<file path="config.mk">
export PLATFORM = sky130hd
export DESIGN_NAME = micro_sequencer_flat
export DESIGN_NICKNAME = d
export VERILOG_FILES = /design/src/rtl/micro_sequencer_if.sv /design/src/rtl/micro_sequencer.sv /design/src/flat_wrapper.sv
export SDC_FILE = /design/constraint.sdc
export NUM_CORES = 1
export LEC_CHECK = 0
export ABC_AREA = 1
export BUFFER_PORTS_ARGS = -buffer_cell sky130_fd_sc_hd__buf_2
export CAP_MARGIN = 20
export CORE_AREA = 2 2 60 85
export DETAILED_ROUTE_END_ITERATION = 8
export DIE_AREA = 0 0 62 87
export PLACE_DENSITY = 0.78
export SLEW_MARGIN = 20
export SYNTH_ARGS = -nofsm -noshare
export SYNTH_HDL_FRONTEND = slang
export SYNTH_SLANG_ARGS = --single-unit
</file>
<file path="constraint.sdc">
create_clock -name clk -period 2.56 [get_ports clk]
set_clock_uncertainty 0.1 [all_clocks]
set_input_delay 0.256 -clock clk [delete_from_list [all_inputs] [get_ports clk]]
set_output_delay 0.256 -clock clk [all_outputs]
set_load 0.1 [all_outputs]
</file>
<file path="src/rtl/micro_sequencer_if.sv">
// Control-unit side bundle for the microprogram sequencer: the microinstruction
// next-address fields and ALU flags in, the control-store address and status out.
interface micro_sequencer_if #(
  parameter int AW    = 8,
  parameter int OPW   = 4,
  parameter int DEPTH = 4
);
  localparam int SPW = $clog2(DEPTH + 1);

  logic           stall;
  logic [2:0]     na_sel;
  logic [2:0]     bs;
  logic [AW-1:0]  target;
  logic [OPW-1:0] opcode;
  logic           fl_ld;
  logic           z_in;
  logic           n_in;
  logic [AW-1:0]  upc;
  logic           z_q;
  logic           n_q;
  logic [SPW-1:0] sp;
  logic           err;

  // master: the control unit driving microinstruction fields
  modport master (
    output stall, na_sel, bs, target, opcode, fl_ld, z_in, n_in,
    input  upc, z_q, n_q, sp, err
  );

  // slave: the sequencer itself
  modport slave (
    input  stall, na_sel, bs, target, opcode, fl_ld, z_in, n_in,
    output upc, z_q, n_q, sp, err
  );
endinterface

</file>
<file path="src/rtl/micro_sequencer.sv">
// Microprogram sequencer: registered uPC with seq/jump/cond/map/call/ret/fetch
// next-address selection, latched Z/N flags and a small return-address stack.
module micro_sequencer #(
  parameter int            AW         = 8,
  parameter int            OPW        = 4,
  parameter int            DEPTH      = 4,
  parameter logic [AW-1:0] MAP_BASE   = 8'h40,
  parameter logic [AW-1:0] FETCH_ADDR = '0
) (
  input logic              clk,
  input logic              rst_n,
  micro_sequencer_if.slave bus
);
  localparam int SPW = $clog2(DEPTH + 1);
  localparam logic [SPW-1:0] SP_FULL = SPW'(DEPTH);

  localparam logic [2:0] NA_SEQ   = 3'b000;
  localparam logic [2:0] NA_JUMP  = 3'b001;
  localparam logic [2:0] NA_COND  = 3'b010;
  localparam logic [2:0] NA_MAP   = 3'b011;
  localparam logic [2:0] NA_CALL  = 3'b100;
  localparam logic [2:0] NA_RET   = 3'b101;
  localparam logic [2:0] NA_FETCH = 3'b110;

  logic [AW-1:0]  upc_q, upc_d;
  logic           z_q, z_d;
  logic           n_q, n_d;
  logic [SPW-1:0] sp_q, sp_d;
  logic           err_q, err_d;
  logic [AW-1:0]  stack_q [DEPTH];

  logic [AW-1:0]  upc_inc;
  logic [AW-1:0]  map_addr;
  logic [AW-1:0]  stack_top;
  logic [SPW-1:0] top_idx;
  logic           cond;
  logic           push;

  assign upc_inc  = upc_q + AW'(1);
  assign map_addr = MAP_BASE + AW'({bus.opcode, 2'b00});
  assign top_idx  = sp_q - SPW'(1);

  // Condition looks only at the latched flags, never at z_in/n_in.
  always_comb begin
    cond = 1'b0;
    case (bus.bs)
      3'b000:  cond = z_q;
      3'b001:  cond = ~z_q;
      3'b010:  cond = ~n_q;
      3'b011:  cond = n_q;
      default: cond = 1'b0;
    endcase
  end

  always_comb begin
    stack_top = '0;
    for (int i = 0; i < DEPTH; i++) begin
      if (top_idx == SPW'(i)) stack_top = stack_q[i];
    end
  end

  always_comb begin
    upc_d = upc_inc;
    sp_d  = sp_q;
    err_d = err_q;
    z_d   = z_q;
    n_d   = n_q;
    push  = 1'b0;
    case (bus.na_sel)
      NA_SEQ:  upc_d = upc_inc;
      NA_JUMP: upc_d = bus.target;
      NA_COND: upc_d = cond ? bus.target : upc_inc;
      NA_MAP:  upc_d = map_addr;
      NA_CALL: begin
        upc_d = bus.target;
        if (sp_q < SP_FULL) begin
          push = 1'b1;
          sp_d = sp_q + SPW'(1);
        end else begin
          err_d = 1'b1;
        end
      end
      NA_RET: begin
        if (sp_q != '0) begin
          upc_d = stack_top;
          sp_d  = top_idx;
        end else begin
          upc_d = FETCH_ADDR;
          err_d = 1'b1;
        end
      end
      NA_FETCH: upc_d = FETCH_ADDR;
      default:  upc_d = upc_inc;
    endcase
    if (bus.fl_ld) begin
      z_d = bus.z_in;
      n_d = bus.n_in;
    end
  end

  always_ff @(posedge clk) begin
    if (!rst_n) begin
      upc_q <= FETCH_ADDR;
      z_q   <= 1'b0;
      n_q   <= 1'b0;
      sp_q  <= '0;
      err_q <= 1'b0;
    end else if (!bus.stall) begin
      upc_q <= upc_d;
      z_q   <= z_d;
      n_q   <= n_d;
      sp_q  <= sp_d;
      err_q <= err_d;
    end
  end

  // Stack entries carry no reset; only the occupancy count does.
  generate
    for (genvar gi = 0; gi < DEPTH; gi++) begin : g_stack
      always_ff @(posedge clk) begin
        if (rst_n && !bus.stall && push && (sp_q == SPW'(gi))) begin
          stack_q[gi] <= upc_inc;
        end
      end
    end
  endgenerate

  assign bus.upc = upc_q;
  assign bus.z_q = z_q;
  assign bus.n_q = n_q;
  assign bus.sp  = sp_q;
  assign bus.err = err_q;
endmodule

</file>
<file path="src/flat_wrapper.sv">
// flat-port wrapper written by rule: the top's interface ports become plain ports
module micro_sequencer_flat 
#(
  parameter int            AW         = 8,
  parameter int            OPW        = 4,
  parameter int            DEPTH      = 4,
  parameter logic [AW-1:0] MAP_BASE   = 8'h40,
  parameter logic [AW-1:0] FETCH_ADDR = '0
)
  (clk, rst_n, bus_stall, bus_na_sel, bus_bs, bus_target, bus_opcode, bus_fl_ld, bus_z_in, bus_n_in, bus_upc, bus_z_q, bus_n_q, bus_sp, bus_err);
  micro_sequencer_if #(.AW(AW), .OPW(OPW), .DEPTH(DEPTH)) bus_i ();
  input logic clk;
  input logic rst_n;
  input wire logic [$bits(bus_i.stall)-1:0] bus_stall;
  input wire logic [$bits(bus_i.na_sel)-1:0] bus_na_sel;
  input wire logic [$bits(bus_i.bs)-1:0] bus_bs;
  input wire logic [$bits(bus_i.target)-1:0] bus_target;
  input wire logic [$bits(bus_i.opcode)-1:0] bus_opcode;
  input wire logic [$bits(bus_i.fl_ld)-1:0] bus_fl_ld;
  input wire logic [$bits(bus_i.z_in)-1:0] bus_z_in;
  input wire logic [$bits(bus_i.n_in)-1:0] bus_n_in;
  output wire logic [$bits(bus_i.upc)-1:0] bus_upc;
  output wire logic [$bits(bus_i.z_q)-1:0] bus_z_q;
  output wire logic [$bits(bus_i.n_q)-1:0] bus_n_q;
  output wire logic [$bits(bus_i.sp)-1:0] bus_sp;
  output wire logic [$bits(bus_i.err)-1:0] bus_err;
  assign bus_i.stall = bus_stall;
  assign bus_i.na_sel = bus_na_sel;
  assign bus_i.bs = bus_bs;
  assign bus_i.target = bus_target;
  assign bus_i.opcode = bus_opcode;
  assign bus_i.fl_ld = bus_fl_ld;
  assign bus_i.z_in = bus_z_in;
  assign bus_i.n_in = bus_n_in;
  assign bus_upc = bus_i.upc;
  assign bus_z_q = bus_i.z_q;
  assign bus_n_q = bus_i.n_q;
  assign bus_sp = bus_i.sp;
  assign bus_err = bus_i.err;
  micro_sequencer #(.AW(AW), .OPW(OPW), .DEPTH(DEPTH), .MAP_BASE(MAP_BASE), .FETCH_ADDR(FETCH_ADDR)) u_core (.clk(clk), .rst_n(rst_n), .bus(bus_i));
endmodule
</file>
# == After elaboration in Yosys (flattened, before gate mapping) ==
# Memory sizes are Yosys's and may differ from the RTL's.
# Index checks and enable logic that the tools add are counted.
# Widths: inputs -> output; s select.
# classes
n_addsub,4
order_cmp,1
n_eq_ne,19
n_mux,33
bitwise_logic,3
reduce_logical,19
# op_table
cell,n
$mux 8,9
$pmux 8 s5,1
$eq 3x2->1 const B,8
$reduce_or 8->1,3
$mux 1,15
$eq 3x1->1 const B,4
$eq 3x3->1 const B,3
$logic_not 3->1,3
$add 7x6->8 const A,1
$add 8x1->8 const B,1
$reduce_and 4->1,2
$logic_and 1x1->1,6
$mux 2,3
$mux 3,2
$pmux 3 s2,1
$ne 2x1->1 const B,2
$ne 2x2->1 const B,2
$pmux 1 s4,1
$add 3x1->3 const B,1
$lt 3x3->1 const B,1
$not 1->1,3
$reduce_bool 3->1,1
$sub 3x1->3 const B,1
$pmux 1 s2,1
other kinds (4),4
# word_totals
register_bits,14
mem_bits_rw,32
wordCells,85
memories,1
# memory_table
name,words,width,rd,rd_ports_with_merged_regs,write_ports,line_no,source
u_core.stack_q,4,8,4,0,1,micro_sequencer.sv:30,logic [AW-1:0] stack_q [DEPTH];

# == Logic depth before layout (Yosys ltp) ==
# depth
ltp_word,11
mapped_depth,15
depth_no_buf,14

# == Worst setup path after synthesis ==
# No wires, ideal clock.
# synth_timing
path_kind,register to register
startpoint,reg u_core.sp_q[0] (netlist: u_core.bus.sp[0])
endpoint,reg u_core.upc_q[3] (netlist: u_core.bus.upc[3])
arrival_time_ns,2.370
t_required_ns,2.340
slack_ns,-0.030
stages_incl_launch_ff,14
period_less_slack_ns,2.590
cell_sequence,dfxtp_1 > inv_1 > ha_1 > inv_1 > nand2_2 > nand2_2 > nand2_1 > buf_6 > o21ai_0 > inv_1 > nand2_1 > nand3_1 > nor2_1 > nor2_1
# synth_via
elab_chain_cells,8
word_cells_on_any_way,12
# synth_lines
item,line_no,source
start: declaration,micro_sequencer.sv:28,"logic [SPW-1:0] sp_q, sp_d;"
start signal: assignment,micro_sequencer.sv:112,sp_q <= sp_d;
$sub 3x1->3,micro_sequencer.sv:41,assign top_idx = sp_q - SPW'(1);
$logic_not 3->1,micro_sequencer.sv:58,if (top_idx == SPW'(i)) stack_top = stack_q[i];
$mux 8 (4 in a row),micro_sequencer.sv:58,
$mux 8 *,micro_sequencer.sv:84,if (sp_q != '0) begin
$pmux 8 s5 *,micro_sequencer.sv:69,case (bus.na_sel)
end signal: assignment,micro_sequencer.sv:109,upc_q <= upc_d;
end: declaration,micro_sequencer.sv:25,"logic [AW-1:0] upc_q, upc_d;"
# Mark *: on every way between the ends. The rest lies on a longest branch, timed or not.
# A chain may end at the register's enable or synchronous reset.

# == Final worst setup path ==
# layout_timing
startpoint,reg u_core.sp_q[1] (netlist: u_core.bus.sp[1])
endpoint,reg u_core.upc_q[4] (netlist: u_core.bus.upc[4])
# The elaborated chain is that of the path after synthesis.

==> impl_metrics.csv <==
group,metric,value,unit
worst_hold_path,hold_end,"u_core.bus.n_q",
timing,hold_viol,0,
pwr,p_clk_share,32.0,%
routing,drcViolationCount,0,
clocking,clockBufferDepth,2,
yosys,ys_warn_count,0,
yosys,synthTopCellsByCount,"nand2_1 (107), inv_1 (46), nor2_1 (39)",
final_layout,seqCellArea,1242,um2
worst_setup_path,arrival,2.20,ns
global_routing,grt_overflow,0,
clocking,root_buffer,"clkbuf_8",
yosys,ys_ff_latch,46,
yosys,synthCells,326,
pwr,combPwrFrac,18.5,%
die,die_y,87,um
pwr,intPower,1.184,mW
timing,tns,0,ns
die,row_count,30,
routing,ant_nets,0,
yosys,synth_flop_cell,"edfxtp_1",
clocking,cts_tree,"done",
yosys,synth.most_common_cell,"nand2_1",
timing,setup_violations,0,
placed_design,dp_hpwl,4145,um
routing,routed_wl,5580,um
outcome,outcome,"completed",
worst_hold_path,holdCritPathClass,"primary input to flop",
clocking,cts-buffers-inserted,5,
final_layout,nFillCells,418,
timing,slew_violations,0,
worst_setup_path,r2r_cells,12,
timing,period_minus_slack,2.103,ns
worst_setup_path,cp.required,2.66,ns
global_routing,antenna_found_initial,0,
clocking,h-tree-depth,2,
final_layout,final_nets,402,
yosys,yosysTopAreaCellShare,37.37,%
worst_setup_path,reg2reg_to,"u_core.bus.upc[4]",
pwr,pwr-share-seq,49.4,%
global_routing,grt_pass1_wl,9404,um
global_routing,first_global_vias,2101,
timing,fmax,475.4,MHz
clocking,ctsResizeCount,0,
routing,vias_per_cell,4.986,
clocking,cts_sinks,46,
clocking,path_clk_slew,0.09,ns
routing,drtIter0Drc,112,
yosys,synth_top_area_cell,"edfxtp_1",
final_layout,drive_gt1_share,16.71,%
final_layout,multi_input_area,1077,um2
routing,dr.pass1.iters,4,
global_routing,grt_max_degree,20,
routing,num_vias,2169,
yosys,synthDistinctLibCells,25,
die,start_util,54.80,%
pwr,switching_share,29.76,%
worst_setup_path,cp_max_fo,16,
clocking,holdBufCountCts,0,
worst_setup_path,rr_startpoint,"u_core.bus.sp[1]",
pwr,power_density,575.7,nW/um2
worst_hold_path,min_from,"bus_n_in",
flow_run,max_cap_viol_count,0,
final_layout,area_growth,13.87,%
yosys,synth_area,2571,um2
global_routing,grt_usage,23.34,%
yosys,syn_area_per_cell,7.887,um2
worst_setup_path,rrSetupSlack,0.46,ns
placed_design,port-buffer-count,37,
placed_design,gp_congestion,0.8613,
die,dieArea,5394,um2
yosys,synth_nets,358,
yosys,ys_seq_area_share,48.27,%
timing,min_period_over_period,82.16,%
worst_hold_path,hold_depth,3,
final_layout,diodes,0,
clocking,cts_setup_buffers,0,
yosys,async_flop_share,0,%
worst_setup_path,path_class,"flop to flop",
clocking,clk_latency,0.30,ns
yosys,synth_edf_count,32,
die,dieWidth,62,um
timing,rsz0062_at_grt,"false",
yosys,synthTopCellsByArea,"edfxtp_1 (37%), nand2_1 (16%), dfxtp_1 (11%)",
pwr,power_leakage,1.445,nW
pwr,p_sw,0.5015,mW
routing,wl_per_cell,12.83,um
pwr,peakVddDrop,0.3573,mV
worst_setup_path,start_kind,"flop",
timing,worstMarginPinSlew,0.5196,ns
pwr,power.total,1.685,mW
die,num_io_pins,38,
timing,slew_headroom,65.27,%
worst_setup_path,end_kind,"flop",
die,placeableCoreArea,4692,um2
worst max-delay path: stages (launching register included):
cell     delay [ns]
dfxtp_1        0.42
inv_1          0.11
ha_1           0.22
inv_1          0.10
nand2_2        0.06
nand2_2        0.06
nand2_1        0.31
o21ai_0        0.29
inv_1          0.06
nand2_1        0.07
nand3_1        0.06
nor2_1         0.09
nor2_1         0.05
cell type report:
| cell class | instances | area share (%) |
|---|---|---|
| sequential | 46 | 42.44 |
| multi-input combinational | 225 | 36.79 |
| timing repair buffer | 44 | 8.120 |
| inverter | 48 | 6.154 |
| tap | 64 | 2.735 |
| clock buffer | 6 | 2.479 |
| clock inverter | 2 | 1.282 |
per-stage QoR:
stage	instances	util, %	worst slack, ns	instance area [um2]	hold slack, ns
after detailed placement	427	60.05	0.5149	2818	0.3692
after floorplan	326	-	0.01229	2572	0.3180
final	435	62.40	0.4567	2928	0.1375
after global placement	427	60.05	0.5864	2818	0.3492
after CTS	435	62.40	0.4783	2928	0.1269
after global routing	435	62.40	0.2538	2928	0.1467
power groups by stage:
stage | sequential (mW) | clock (mW) | combinational (mW)
floorplan | 0.948 | 0 | 0.148
detailed placement | 0.850 | 0 | 0.309
finish | 0.833 | 0.540 | 0.312
CTS | 0.833 | 0.546 | 0.312
global route | 0.836 | 0.571 | 0.340
global placement | 0.850 | 0 | 0.305
routing by layer:
layer	vias up	GRT usage, %	share of wire (%)
met5	-	0	0
met4	0	8.897	1.0
met3	4	2.823	4.4
met2	61	39.77	54
met1	991	29.22	41
li1	1113	-	-
worst max path at each step:
stage	cells after the start	slack, ns	endpoint	start
final	12	0.46	u_core.bus.upc[4]	u_core.bus.sp[1]
after CTS	12	0.48	u_core.bus.upc[6]	u_core.bus.sp[1]
after global routing	13	0.25	u_core.bus.upc[3]	u_core.bus.sp[1]
after detailed placement	13	0.51	u_core.bus.upc[3]	u_core.bus.sp[1]
after global placement	12	0.59	u_core.bus.upc[2]	u_core.bus.sp[1]
after floorplan	13	0.01	u_core.bus.upc[3]	u_core.bus.sp[1]
state kept, by name, summed over array words and instances (netlist names):
signal / cells
u_core.bus.err: 1
u_core.bus.n_q: 1
u_core.bus.sp: 3
u_core.bus.upc: 8
u_core.bus.z_q: 1
u_core.stack_q: 32
cells in the final DEF, fill, tap and decap left out:
master        n
nand2_1     107
inv_1        46
nor2_1       39
buf_2        37
edfxtp_1     32
nand3_1      24
o21ai_0      19
dfxtp_1      13
ha_1          8
buf_4         7
xor2_1        5
a21oi_1       5
nand3_2       5
clkbuf_8      5
nor3_1        3
xnor2_1       2
nand4_1       2
nor2_4        2
nand2_2       2
inv_2         1
nand3b_1      1
clkinv_1      1
a211oi_1      1
bufinv_16     1
clkinvlp_4    1
clkbuf_1      1
dfxtp_2       1
logic make-up (layout without fill, tap and decap cells):
| kind of cell | Yosys count | in the layout | share of synthesized area, % |
|---|---|---|---|
| compound gates | 25 | 25 | 4.963 |
| xor+xnor | 7 | 7 | 2.384 |
| fa+ha+maj | 8 | 8 | 3.893 |
| buf+inv | 55 | 100 | 9.830 |
| flops | 46 | 46 | 48.27 |
| simple gates | 185 | 185 | 30.66 |
Note: power is estimated with default switching activity, not from simulation.
